**src/rtl/cpu_ctrl_pkg.sv**
```systemverilog
// Shared types and default sizing for the control-sequencer slice.
// Imported by the sequencer top and its helpers.
package cpu_ctrl_pkg;

   typedef enum logic [1:0] {
      IDLE,
      RUN,
      WAIT_STEP,
      HALTED
   } seq_state_e;

   localparam int STEPS_DEF  = 8;
   localparam int BUS_W_DEF  = 32;
   localparam int EN_W_DEF   = 32;
   localparam int HOLD_W_DEF = 4;

endpackage

```
**src/rtl/onehot_check.sv**
```systemverilog
// Flags a word with at most one bit set (popcount <= 1).
module onehot_check #(
   parameter int W = 32
) (
   input  logic [W-1:0] vec,
   output logic         ok
);

   assign ok = ((vec & (vec - W'(1))) == '0);

endmodule

```
**src/rtl/ctrl_sequencer.sv**
```systemverilog
// Programmable timing-step sequencer driving bus-select and register enables.
// Supports per-step hold, single-step, halt and bus-contention blocking.
module ctrl_sequencer
   import cpu_ctrl_pkg::*;
#(
   parameter int STEPS  = STEPS_DEF,
   parameter int BUS_W  = BUS_W_DEF,
   parameter int EN_W   = EN_W_DEF,
   parameter int HOLD_W = HOLD_W_DEF
) (
   input  logic                     clk,
   input  logic                     clr,
   input  logic                     prog_we,
   input  logic [$clog2(STEPS)-1:0] prog_addr,
   input  logic [BUS_W-1:0]         prog_bus,
   input  logic [EN_W-1:0]          prog_en,
   input  logic                     prog_last,
   input  logic                     start,
   input  logic                     step_mode,
   input  logic                     step_go,
   input  logic                     halt,
   input  logic [HOLD_W-1:0]        hold_cycles,
   output logic [BUS_W-1:0]         busSelect,
   output logic [EN_W-1:0]          enable,
   output logic [$clog2(STEPS)-1:0] step,
   output logic                     busy,
   output logic                     done,
   output logic                     contention
);

   localparam int AW = $clog2(STEPS);
   localparam logic [AW-1:0] LAST_IDX = AW'(STEPS - 1);
   localparam logic [STEPS-1:0] LAST_RST = {1'b1, {(STEPS-1){1'b0}}};

   seq_state_e        state_q, state_d, ret_q, ret_d, nst;
   logic [AW-1:0]     step_q, step_d, nstep;
   logic [HOLD_W-1:0] cnt_q, cnt_d, ncnt, hold_q, hold_d;
   logic              load_q, load_d;
   logic [BUS_W-1:0]  bus_q, bus_d, sel_bus;
   logic [EN_W-1:0]   en_q, en_d;
   logic              done_q, done_d, cont_q, cont_d;
   logic              issue, clr_cont, fin, seq, last_step, bus_ok;

   logic [BUS_W-1:0]  tab_bus_q [STEPS];
   logic [EN_W-1:0]   tab_en_q  [STEPS];
   logic [STEPS-1:0]  tab_last_q;

   always_ff @(posedge clk or negedge clr) begin
      if (!clr) begin
         for (int i = 0; i < STEPS; i++) begin
            tab_bus_q[i] <= '0;
            tab_en_q[i]  <= '0;
         end
         tab_last_q <= LAST_RST;
      end else if (prog_we && state_q == IDLE) begin
         tab_bus_q[prog_addr]  <= prog_bus;
         tab_en_q[prog_addr]   <= prog_en;
         tab_last_q[prog_addr] <= prog_last;
      end
   end

   assign last_step = tab_last_q[step_q] || (step_q == LAST_IDX);

   // Work out where the sequence would go; halt then parks that target.
   always_comb begin
      state_d  = state_q;
      ret_d    = ret_q;
      step_d   = step_q;
      cnt_d    = cnt_q;
      hold_d   = hold_q;
      load_d   = 1'b0;
      done_d   = 1'b0;
      issue    = 1'b0;
      clr_cont = 1'b0;
      nst      = state_q;
      nstep    = step_q;
      ncnt     = cnt_q;
      fin      = 1'b0;
      seq      = 1'b0;
      unique case (state_q)
         IDLE: begin
            if (start && !halt) begin
               state_d  = RUN;
               step_d   = '0;
               cnt_d    = '0;
               hold_d   = hold_cycles;
               load_d   = 1'b1;
               clr_cont = 1'b1;
            end
         end
         RUN: begin
            seq = 1'b1;
            nst = RUN;
            if (load_q) begin
               ncnt = '0;
            end else if (cnt_q != hold_q) begin
               ncnt = cnt_q + HOLD_W'(1);
            end else if (last_step) begin
               fin = 1'b1;
            end else if (step_mode) begin
               nst = WAIT_STEP;
            end else begin
               nstep = step_q + AW'(1);
               ncnt  = '0;
            end
         end
         WAIT_STEP: begin
            seq = 1'b1;
            if (step_go) begin
               nst   = RUN;
               nstep = step_q + AW'(1);
               ncnt  = '0;
            end
         end
         HALTED: begin
            if (!halt) begin
               state_d = ret_q;
               cnt_d   = '0;
               issue   = (ret_q == RUN);
            end
         end
      endcase
      if (fin) begin
         state_d = IDLE;
         done_d  = 1'b1;
      end else if (seq && halt) begin
         state_d = HALTED;
         ret_d   = nst;
         step_d  = nstep;
      end else if (seq) begin
         state_d = nst;
         step_d  = nstep;
         cnt_d   = ncnt;
         issue   = (nst == RUN);
      end
   end

   assign sel_bus = tab_bus_q[step_d];

   onehot_check #(
      .W (BUS_W)
   ) u_onehot (
      .vec (sel_bus),
      .ok  (bus_ok)
   );

   always_comb begin
      bus_d  = '0;
      en_d   = '0;
      cont_d = clr_cont ? 1'b0 : cont_q;
      if (issue) begin
         en_d = tab_en_q[step_d];
         if (bus_ok) begin
            bus_d = sel_bus;
         end else begin
            cont_d = 1'b1;
         end
      end
   end

   always_ff @(posedge clk or negedge clr) begin
      if (!clr) begin
         state_q <= IDLE;
         ret_q   <= IDLE;
         step_q  <= '0;
         cnt_q   <= '0;
         hold_q  <= '0;
         load_q  <= 1'b0;
         bus_q   <= '0;
         en_q    <= '0;
         done_q  <= 1'b0;
         cont_q  <= 1'b0;
      end else begin
         state_q <= state_d;
         ret_q   <= ret_d;
         step_q  <= step_d;
         cnt_q   <= cnt_d;
         hold_q  <= hold_d;
         load_q  <= load_d;
         bus_q   <= bus_d;
         en_q    <= en_d;
         done_q  <= done_d;
         cont_q  <= cont_d;
      end
   end

   assign busSelect  = bus_q;
   assign enable     = en_q;
   assign step       = step_q;
   assign busy       = (state_q != IDLE);
   assign done       = done_q;
   assign contention = cont_q;

endmodule

```
**config.mk**
```make
export PLATFORM = sky130hd
export DESIGN_NAME = ctrl_sequencer
export DESIGN_NICKNAME = d
export VERILOG_FILES = /design/src/rtl/cpu_ctrl_pkg.sv /design/src/rtl/onehot_check.sv /design/src/rtl/ctrl_sequencer.sv
export SDC_FILE = /design/constraint.sdc
export NUM_CORES = 1
export LEC_CHECK = 0
export BUFFER_PORTS_ARGS = -buffer_cell sky130_fd_sc_hd__buf_2
export CELL_PAD_IN_SITES_DETAIL_PLACEMENT = 0
export CELL_PAD_IN_SITES_GLOBAL_PLACEMENT = 1
export CORE_ASPECT_RATIO = 0.7
export CORE_MARGIN = 2
export CORE_UTILIZATION = 40
export DETAILED_ROUTE_END_ITERATION = 6
export PLACE_DENSITY_LB_ADDON = 0.1
export SETUP_SLACK_MARGIN = 0.5
export SLEW_MARGIN = 20
export SYNTH_ARGS = -nofsm -noshare
export SYNTH_HDL_FRONTEND = slang
export SYNTH_SLANG_ARGS = --single-unit
```
**constraint.sdc**
```tcl
create_clock -name clk -period 8.2 [get_ports clk]
set_input_delay 0.82 -clock clk [delete_from_list [all_inputs] [get_ports clk]]
set_output_delay 0.82 -clock clk [all_outputs]
set_load 0.005 [all_outputs]
```
==> metrics.log, run 1 <==
[metrics] Worst Hold Class: in -> async
[metrics] final non-filler cell total: 3,361
[metrics] asr flop ratio synth: 100%
[metrics] GR Overflow Total: 0
[metrics] deepest clock path buffer count: 3
[metrics] sequential share of the synthesized area: 54.6%
[metrics] DIE AREA: 0.0711 sq mm
[metrics] clock tree from TritonCTS: yes
[metrics] Die W: 318 um
[metrics] final number of max-transition violations: 0
[metrics] critical path type: reg -> reg
[metrics] worst clock skew: 0.0182 ns
[metrics] Max Clk Rate: 156 MHz
[metrics] Die H: 224 um
[metrics] number of standard cells after synthesis: 2,314
[metrics] first-pass GRT wire length: 120,000 um
[metrics] total I/O pin count: 149
[metrics] ratio of cells with drive above 1 in the final layout: 35.3%
[metrics] count of H-tree levels built during CTS: 3
[metrics] Net Count, Synth: 2,402
[metrics] detailed-route vias per instance: 5.58
[metrics] worst slew margin relative to its limit: 29.1%
[metrics] buffer count from post-CTS setup fixing: 0
[metrics] CTS Sinks: 602
[metrics] gr usage total: 21.9%
[metrics] number of enable flip-flop cells after synthesis: 0
[metrics] result of the run: completed
[metrics] period utilisation layout: 78.4%
[metrics] count of standard-cell rows: 80
[metrics] number of fill cells: 6,124
[metrics] total clock buffers created by CTS: 66
[metrics] Initial Utilization: 40.5%
[metrics] Mapped Area: 0.0276 sq mm
[metrics] max_cap viols: 0
[metrics] count of endpoints failing hold in the final timing report: 0
[metrics] first drt pass iteration count: 5
[metrics] slew at the pin closest to its max-slew limit: 1.06 ns
[metrics] number of global-route vias before repair: 19,200
[metrics] total placed cells including tap cells: 3,239
[metrics] number of warnings printed during yosys synthesis: 0
[metrics] fin nets: 2,495
[metrics] sum of negative setup slack: 0 ns
[metrics] routed wire length per instance: 23.2 um
[metrics] PostCTS Resize Cnt: 0
[metrics] routed wire length: 77,800 um
[metrics] Main synth FF type: dfrtp_1
[metrics] count of distinct cell types in the synthesized netlist: 77
[metrics] worst endpoint required time: 8.72 ns
[metrics] Detail Route Antenna Nets: 0
[metrics] number of hold buffers added after CTS: 0
[metrics] arrival time of data at the critical path endpoint: 6.95 ns
[metrics] area added between synthesis and finish: 13.9%
[metrics] number of DRC markers in iteration 0: 1,301
[metrics] power density cells: 435 mW/mm^2
[metrics] leakage component of the power: 0.0144 uW
[metrics] most common cell after layout, fill and taps aside: dfrtp_1
[metrics] post-detailed-route DRC marker count: 0
[metrics] maximum number of pins on one net before global-route repair: 178
[metrics] Mapped Avg Cell Area: 11.9 sq um
[metrics] clock root buffer: clkbuf_16
[metrics] Startpoint Class: flop
[metrics] critical path endpoint category: flop
[metrics] worst reg2reg setup slack: 1.77 ns
[metrics] clock transition at the register clock pins on the worst setup and hold paths after CTS: 0.06 ns
[metrics] top fanout value on the critical path: 61
[metrics] commonest cells after routing, fill and taps aside: dfrtp_1 (601), mux2_2 (528), nand2_1 (340)
[metrics] vias after detailed routing: 18,800
[metrics] post-DP HPWL: 44,500 um
[metrics] core box area: 0.0682 sq mm
[metrics] setup repair after global routing missed its margin: false
[metrics] time the final worst path needs with I/O delays and setup: 6.43 ns
[metrics] Yosys reg bits: 602
[metrics] clock latency of the later-clocked register in the worst-skew pair: 0.61 ns
[metrics] peak ir drop on the vdd network: 265 uV
[metrics] number of setup violations in the final report: 0
[metrics] number of antenna violations at the first check in global routing: 9
[metrics] routability cong.: 0.840
[metrics] count of buffers from port buffering: 148
-- power breakdown --
| part | switching [uW] | internal, uW | total, uW |
|---|---|---|---|
| Sequential | 699 | 4330 | 5030 |
| Clock | 1230 | 1830 | 3060 |
| Combinational | 3240 | 2360 | 5600 |
-- routing by layer --
metal	part of all wire [%]	routed length, um	vias up	track usage, %
li1	-	-	8406	-
met1	49	38500	9821	32.7
met2	44	34300	410	32.7
met3	4.4	3450	108	4.06
met5	0.066	51	-	0
met4	1.9	1460	8	5.98
-- logic make-up (layout without fill, tap and decap cells) --
group	count (synthesis)	count (layout)	synth area share, %
adder cells (fa/ha/maj)	10	10	0.444
multiplexers	595	595	25.0
XOR/XNOR	6	6	0.190
AO/OA/AOI/OAI	162	162	4.01
other	0	7	0
AND/OR/NAND/NOR	766	766	13.0
buffers and inverters	173	311	2.73
flip-flops	602	602	54.6
-- state kept, by name, indices dropped and copies added (netlist names), 3 cells and up --
name / count
tab_bus_q: 256
cnt_q: 4
step: 3
hold_q: 4
enable: 32
busSelect: 32
tab_last_q: 8
tab_en_q: 256
-- cell type report --
class | instances | area (sq um) | share of cell area [%]
Inverter | 19 | 83.8 | 0.267
Sequential cell | 602 | 15100 | 47.9
Tap cell | 902 | 1130 | 3.59
Clock buffer | 95 | 2020 | 6.42
Timing Repair Buffer | 179 | 1050 | 3.34
Multi-Input combinational cell | 1539 | 11900 | 37.8
Clock inverter | 18 | 196 | 0.625
Antenna cell | 7 | 17.5 | 0.0557
-- metrics by stage --
stage	instance area, sq um	hold slack, ns	util (%)	power, uW	worst slack [ns]
floorplan	27600	0.467	-	8910	3.65
global placement	29100	0.481	42.7	10500	1.93
detailed placement	29100	0.489	42.7	10600	1.88
CTS	31400	0.310	46.0	13800	1.83
global route	31400	0.345	46.1	14600	1.30
finish	31400	0.273	46.1	13700	1.77
-- critical path: stages, from the launching register on --
cell       delay [ns]
dfrtp_1          0.45
inv_1            0.14
ha_1             0.56
nand3_1          0.46
clkinv_1         0.32
o21ai_0          0.11
o21a_1           0.20
o221a_2          0.45
nand2_8          0.50
inv_6            0.30
nand3_1          0.17
and4_1           0.27
o21ai_0          0.18
maj3_1           0.38
o31ai_1          0.62
o2111ai_1        0.33
nor4_4           0.26
buf_4            0.33
a21boi_1         0.24
-- cells in the mapped netlist (13+ instances only) --
| master | number | area share (%) |
|---|---|---|
| a21oi_1 | 49 | 0.89 |
| and2_1 | 22 | 0.50 |
| and4_1 | 14 | 0.44 |
| buf_1 | 23 | 0.31 |
| buf_2 | 16 | 0.29 |
| clkbuf_1 | 102 | 1.4 |
| dfrtp_1 | 601 | 54 |
| inv_1 | 13 | 0.18 |
| mux2_2 | 528 | 22 |
| mux2i_1 | 40 | 1.5 |
| mux4_2 | 23 | 1.9 |
| nand2_1 | 340 | 4.6 |
| nand3_1 | 294 | 5.3 |
| nor2_1 | 24 | 0.33 |
| nor3_1 | 16 | 0.29 |
| o21ai_0 | 38 | 0.69 |
-- path summary, 6_finish.rpt --
kind,startpoint,end,cells past startpoint
max,state_q[0],busSelect[15],18
max reg2reg,state_q[0],busSelect[15],18
min,clr,tab_bus_q[20],1
min in group clk,hold_cycles[2],hold_q[2],3
max in group asynchronous,clr,tab_en_q[47],3
min reg2reg,tab_bus_q[36],tab_bus_q[36],1
No activity file was read; power rests on OpenSTA's default activity.
==> run 2, diff against run 1 <==
--- a/config.mk
+++ b/config.mk
@@ -5,6 +5,7 @@
 export SDC_FILE = /design/constraint.sdc
 export NUM_CORES = 1
 export LEC_CHECK = 0
+export ABC_AREA = 1
 export BUFFER_PORTS_ARGS = -buffer_cell sky130_fd_sc_hd__buf_2
 export CELL_PAD_IN_SITES_DETAIL_PLACEMENT = 0
 export CELL_PAD_IN_SITES_GLOBAL_PLACEMENT = 1
==> constraint.sdc (replaced) <==
create_clock -name clk -period 6.1 [get_ports clk]
set_input_delay 0.61 -clock clk [delete_from_list [all_inputs] [get_ports clk]]
set_output_delay 0.61 -clock clk [all_outputs]
set_load 0.005 [all_outputs]
==> run 2 against run 1 <==
Synthesized cell count increased by 51%. Highest routed layer is now met4. The flow now finishes with violations (hold timing). Wire length increased by 6.5%. Largest cell class unchanged. Hold slack got worse by 0.28 ns.
==> metrics.log, run 2 <==
[metrics] worst reg2reg setup slack: 1.19 ns (-0.58 ns)
[metrics] Seq pwr share: 36.9% (+0.2 points)
[metrics] combinational cell fraction of total power: 41.9% (+1.0 points)
[metrics] Mapped Area: 0.0279 sq mm (+0.96%)
[metrics] Main synth FF type: dfrtp_1
[metrics] Worst Hold Class: in -> async
[metrics] power density cells: 561 mW/mm^2 (+29%)
[metrics] number of setup violations in the final report: 0 (unchanged)
[metrics] worst clock skew: 0.0241 ns (+0.00594 ns)
[metrics] area added between synthesis and finish: 12.0%
[metrics] sum of negative setup slack: 0 ns (unchanged)
[metrics] maximum number of pins on one net before global-route repair: 131 (-26%)
[metrics] clock root buffer: clkbuf_16
[metrics] largest registers ranked by flip-flop count: tab_bus_q x256, tab_en_q x256
[metrics] Synth Area in Compound Gates: 13.5% (+9.5 points)
[metrics] worst endpoint required time: 6.61 ns (-2.11 ns)
[metrics] Die W: 319 um (+0.47%)
[metrics] time the final worst path needs with I/O delays and setup: 4.91 ns (-1.52 ns)
[metrics] Clk network pwr share: 21.2% (-1.2 points)
[metrics] routability cong.: 0.881 (+4.9%)
[metrics] number of DRC markers in iteration 0: 2,254 (+73%)
[metrics] core box area: 0.0686 sq mm (+0.59%)
[metrics] most common cell after layout, fill and taps aside: nand2_1
[metrics] setup repair after global routing missed its margin: false
[metrics] leakage component of the power: 0.0158 uW (+9.7%)
[metrics] ratio of cells with drive above 1 in the final layout: 9.38% (-26 points)
[metrics] final number of max-transition violations: 0 (unchanged)
[metrics] PostCTS Resize Cnt: 0 (unchanged)
[metrics] arithmetic-cell share of the synthesized area counting full adders, half adders and majority gates: 0.404% (-0.040 points)
[metrics] failing checks: hold timing
[metrics] total area of sequential cells: 0.0151 sq mm (unchanged)
[metrics] number of antenna cells inserted: 0 (-7)
[metrics] fin nets: 3,608 (+45%)
[metrics] vias after detailed routing: 23,200 (+23%)
[metrics] Switching Fraction: 41.9% (+4.1 points)
[metrics] number of global-route vias before repair: 22,400 (+17%)
[metrics] Max Clk Rate: 204 MHz (+31%)
[metrics] number of hold buffers added after CTS: 0 (unchanged)
[metrics] top fanout value on the critical path: 32 (-48%)
[metrics] post-detailed-route DRC marker count: 0 (unchanged)
[metrics] mux contribution to synthesized area: 0.0718% (-25 points)
[metrics] post-DP HPWL: 47,900 um (+7.7%)
[metrics] combinational family with the most area after synthesis: simple AND/OR/NAND/NOR gates
[metrics] Detail Route Antenna Nets: 0 (unchanged)
[metrics] CTS Sinks: 602 (unchanged)
[metrics] internal power contribution: 10,200 uW (+20%)
[metrics] power spent charging and discharging nets: 7330 uW (+42%)
[metrics] clock latency of the later-clocked register in the worst-skew pair: 0.65 ns (+0.04 ns)
[metrics] gr usage total: 23.5% (+1.6 points)
[metrics] area share of the largest cell type after synthesis: 54.0% (-0.52 points)
[metrics] critical path endpoint category: flop
[metrics] count of H-tree levels built during CTS: 2 (-1)
[metrics] first-pass GRT wire length: 133,000 um (+11%)
[metrics] count of endpoints failing hold in the final timing report: 1 (+1)
[metrics] max_cap viols: 0 (unchanged)
[metrics] DIE AREA: 0.0718 sq mm (+0.95%)
[metrics] routed wire length per instance: 18.6 um (-20%)
[metrics] clock transition at the register clock pins on the worst setup and hold paths after CTS: 0.06 ns (about the same)
[metrics] critical path type: reg -> reg
[metrics] total I/O pin count: 149 (unchanged)
[metrics] first drt pass iteration count: 5 (unchanged)
[metrics] peak ir drop on the vdd network: 311 uV (+17%)
[metrics] result of the run: complete, but fails checks
[metrics] detailed-route vias per instance: 5.19 (-7.0%)
[metrics] GR Overflow Total: 0 (unchanged)
[metrics] biggest area consumer among synthesized cells: dfrtp_1
[metrics] slew at the pin closest to its max-slew limit: 1.06 ns (+0.00314 ns)
[metrics] xor/xnor cell area share of the yosys netlist: 0.157% (-0.033 points)
[metrics] Startpoint Class: flop
[metrics] end of the worst register-to-register path: busSelect[18]
[metrics] worst slack after detailed placement: 1.18 ns (-0.698 ns)
[metrics] arrival time of data at the critical path endpoint: 5.42 ns (-1.53 ns)
[metrics] synth top area cells: dfrtp_1 (54%), nand2_1 (14%), o21ai_0 (11%)
[metrics] basic-gate share of the synthesized area counting and, or, nand and nor cells: 23.6% (+11 points)
[metrics] total clock buffers created by CTS: 61 (-7.6%)
[metrics] sequential share of the synthesized area: 54.1% (-0.52 points)
[metrics] count of distinct cell types in the synthesized netlist: 39 (-49%)
[metrics] Reg-to-Reg Start: state_q[0]
[metrics] asr flop ratio synth: 100% (unchanged)
[metrics] number of enable flip-flop cells after synthesis: 0 (unchanged)
[metrics] period utilisation layout: 80.5% (+2.1 points)
[metrics] worst hold slack: -0.0111 ns (-0.284 ns)
[metrics] commonest cells after routing, fill and taps aside: nand2_1 (1,039), o21ai_0 (602), dfrtp_1 (601)
[metrics] depth of the most critical reg-to-reg path: 25 (+7)
[metrics] count of standard-cell rows: 80 (unchanged)
[metrics] deepest clock path buffer count: 3 (unchanged)
[metrics] clock tree from TritonCTS: yes
[metrics] number of fill cells: 6,817 (+11%)
[metrics] Initial Utilization: 40.6% (+0.15 points)
[metrics] count of buffers from port buffering: 148 (unchanged)
[metrics] synth cell count leaders: nand2_1 (1,049), o21ai_0 (602), dfrtp_1 (601), inv_1 (355), nand3_1 (304)
[metrics] routed wire length: 82,900 um (+6.5%)
[metrics] most frequent cell after synthesis: nand2_1
[metrics] Yosys reg bits: 602 (unchanged)
[metrics] worst slew margin relative to its limit: 29.0% (-0.041 points)
[metrics] Die H: 225 um (+0.47%)
[metrics] number of antenna violations at the first check in global routing: 0 (-9)
[metrics] number of standard cells after synthesis: 3,494 (+51%)
[metrics] final worst slack: 1.19 ns (-0.584 ns)
[metrics] Mapped Avg Cell Area: 7.97 sq um (-33%)
[metrics] buffer count from post-CTS setup fixing: 0 (unchanged)
[metrics] Net Count, Synth: 3,582 (+49%)
[metrics] number of warnings printed during yosys synthesis: 0 (unchanged)
[metrics] multi-input gate area in the final layout: 0.0106 sq mm (-11%)
[run 2: changes by cell type in the layout (fill, tap and decap cells not counted), moves of 11 or more]
cell      previous run  this run
nand2_1            340      1039
o21ai_0             38       602
mux2_2             528         0
inv_1               13       354
nor2_1              18       169
mux2i_1             40         2
o221a_2              1        31
mux4_2              23         0
and2_1              22         2
nand3b_1             1        19
nor3_1              16        32
and4_1              14         0
clkbuf_1             9        23
and3_1              11         0
[run 2: worst max path at each step]
stage,depth (start not counted),from,end
final,25,state_q[0],busSelect[18]
after global routing,22,state_q[0],busSelect[18]
after detailed placement,24,state_q[0],busSelect[18]
after CTS,25,state_q[0],busSelect[18]
after global placement,25,state_q[0],busSelect[28]
after floorplan,25,state_q[0],busSelect[4]
[run 2: layout make-up]
type	count	area share [%]
Inverter	359	4.32
Timing Repair Buffer	185	3.56
Clock buffer	95	5.69
Tap cell	902	3.62
Sequential cell	602	48.3
Multi-Input combinational cell	2311	34.0
Clock inverter	10	0.485
[run 2: power groups by stage]
stage	clock [uW]	sequential (uW)	combinational, uW
after floorplan	0	6290	5240
after CTS	3810	6450	7350
final	3710	6460	7340
after global routing	3970	6670	8390
after detailed placement	0	6500	7320
after global placement	0	6450	7280
[run 2: kinds of logic (layout without fill, tap and decap cells)]
logic type | count (synthesis) | in the layout
mux | 2 | 2
flops | 602 | 602
fa+ha+maj | 9 | 9
compound gates | 700 | 700
buf+inv | 581 | 649
xor+xnor | 5 | 5
simple gates | 1595 | 1595
[run 2: stage by stage]
step | std cells | utilization (%) | total power (uW) | area [sq um]
finish | 4464 | 45.5 | 17500 | 31200
global route | 4464 | 45.5 | 19000 | 31200
CTS | 4464 | 45.5 | 17600 | 31200
detailed placement | 4359 | 42.7 | 13800 | 29300
global placement | 4359 | 42.7 | 13700 | 29300
floorplan | 3494 | - | 11500 | 27900
[run 2: metal layers]
layer  wire [um]  global-route usage, %  part of all wire, %  up-vias
met4        1170                   4.95                  1.4        0
met3        4370                   3.14                  5.3       83
met2       35800                   35.4                   43      585
met1       41600                   36.0                   50    11300
li1            -                      -                    -    11200
met5           0                      0                    0        -
[run 2: critical path, stage by stage (launching register included)]
cell and delay (ns):
dfrtp_1 0.42, inv_1 0.17, ha_1 0.27, inv_1 0.07
nor2_1 0.46, inv_1 0.27, nand2_1 0.18, nor2_1 0.09
a21oi_4 0.58, buf_4 0.43, nand3_1 0.13, nand3_1 0.09
nand2_1 0.17, nand2_1 0.19, nor2_4 0.08, nand2_1 0.19
nor2_1 0.07, nand2_1 0.07, nand2_1 0.05, nand2_1 0.08
nor2_1 0.05, nand2_1 0.07, nor2_2 0.04, nand3_2 0.04
buf_4 0.38, nor2_1 0.10
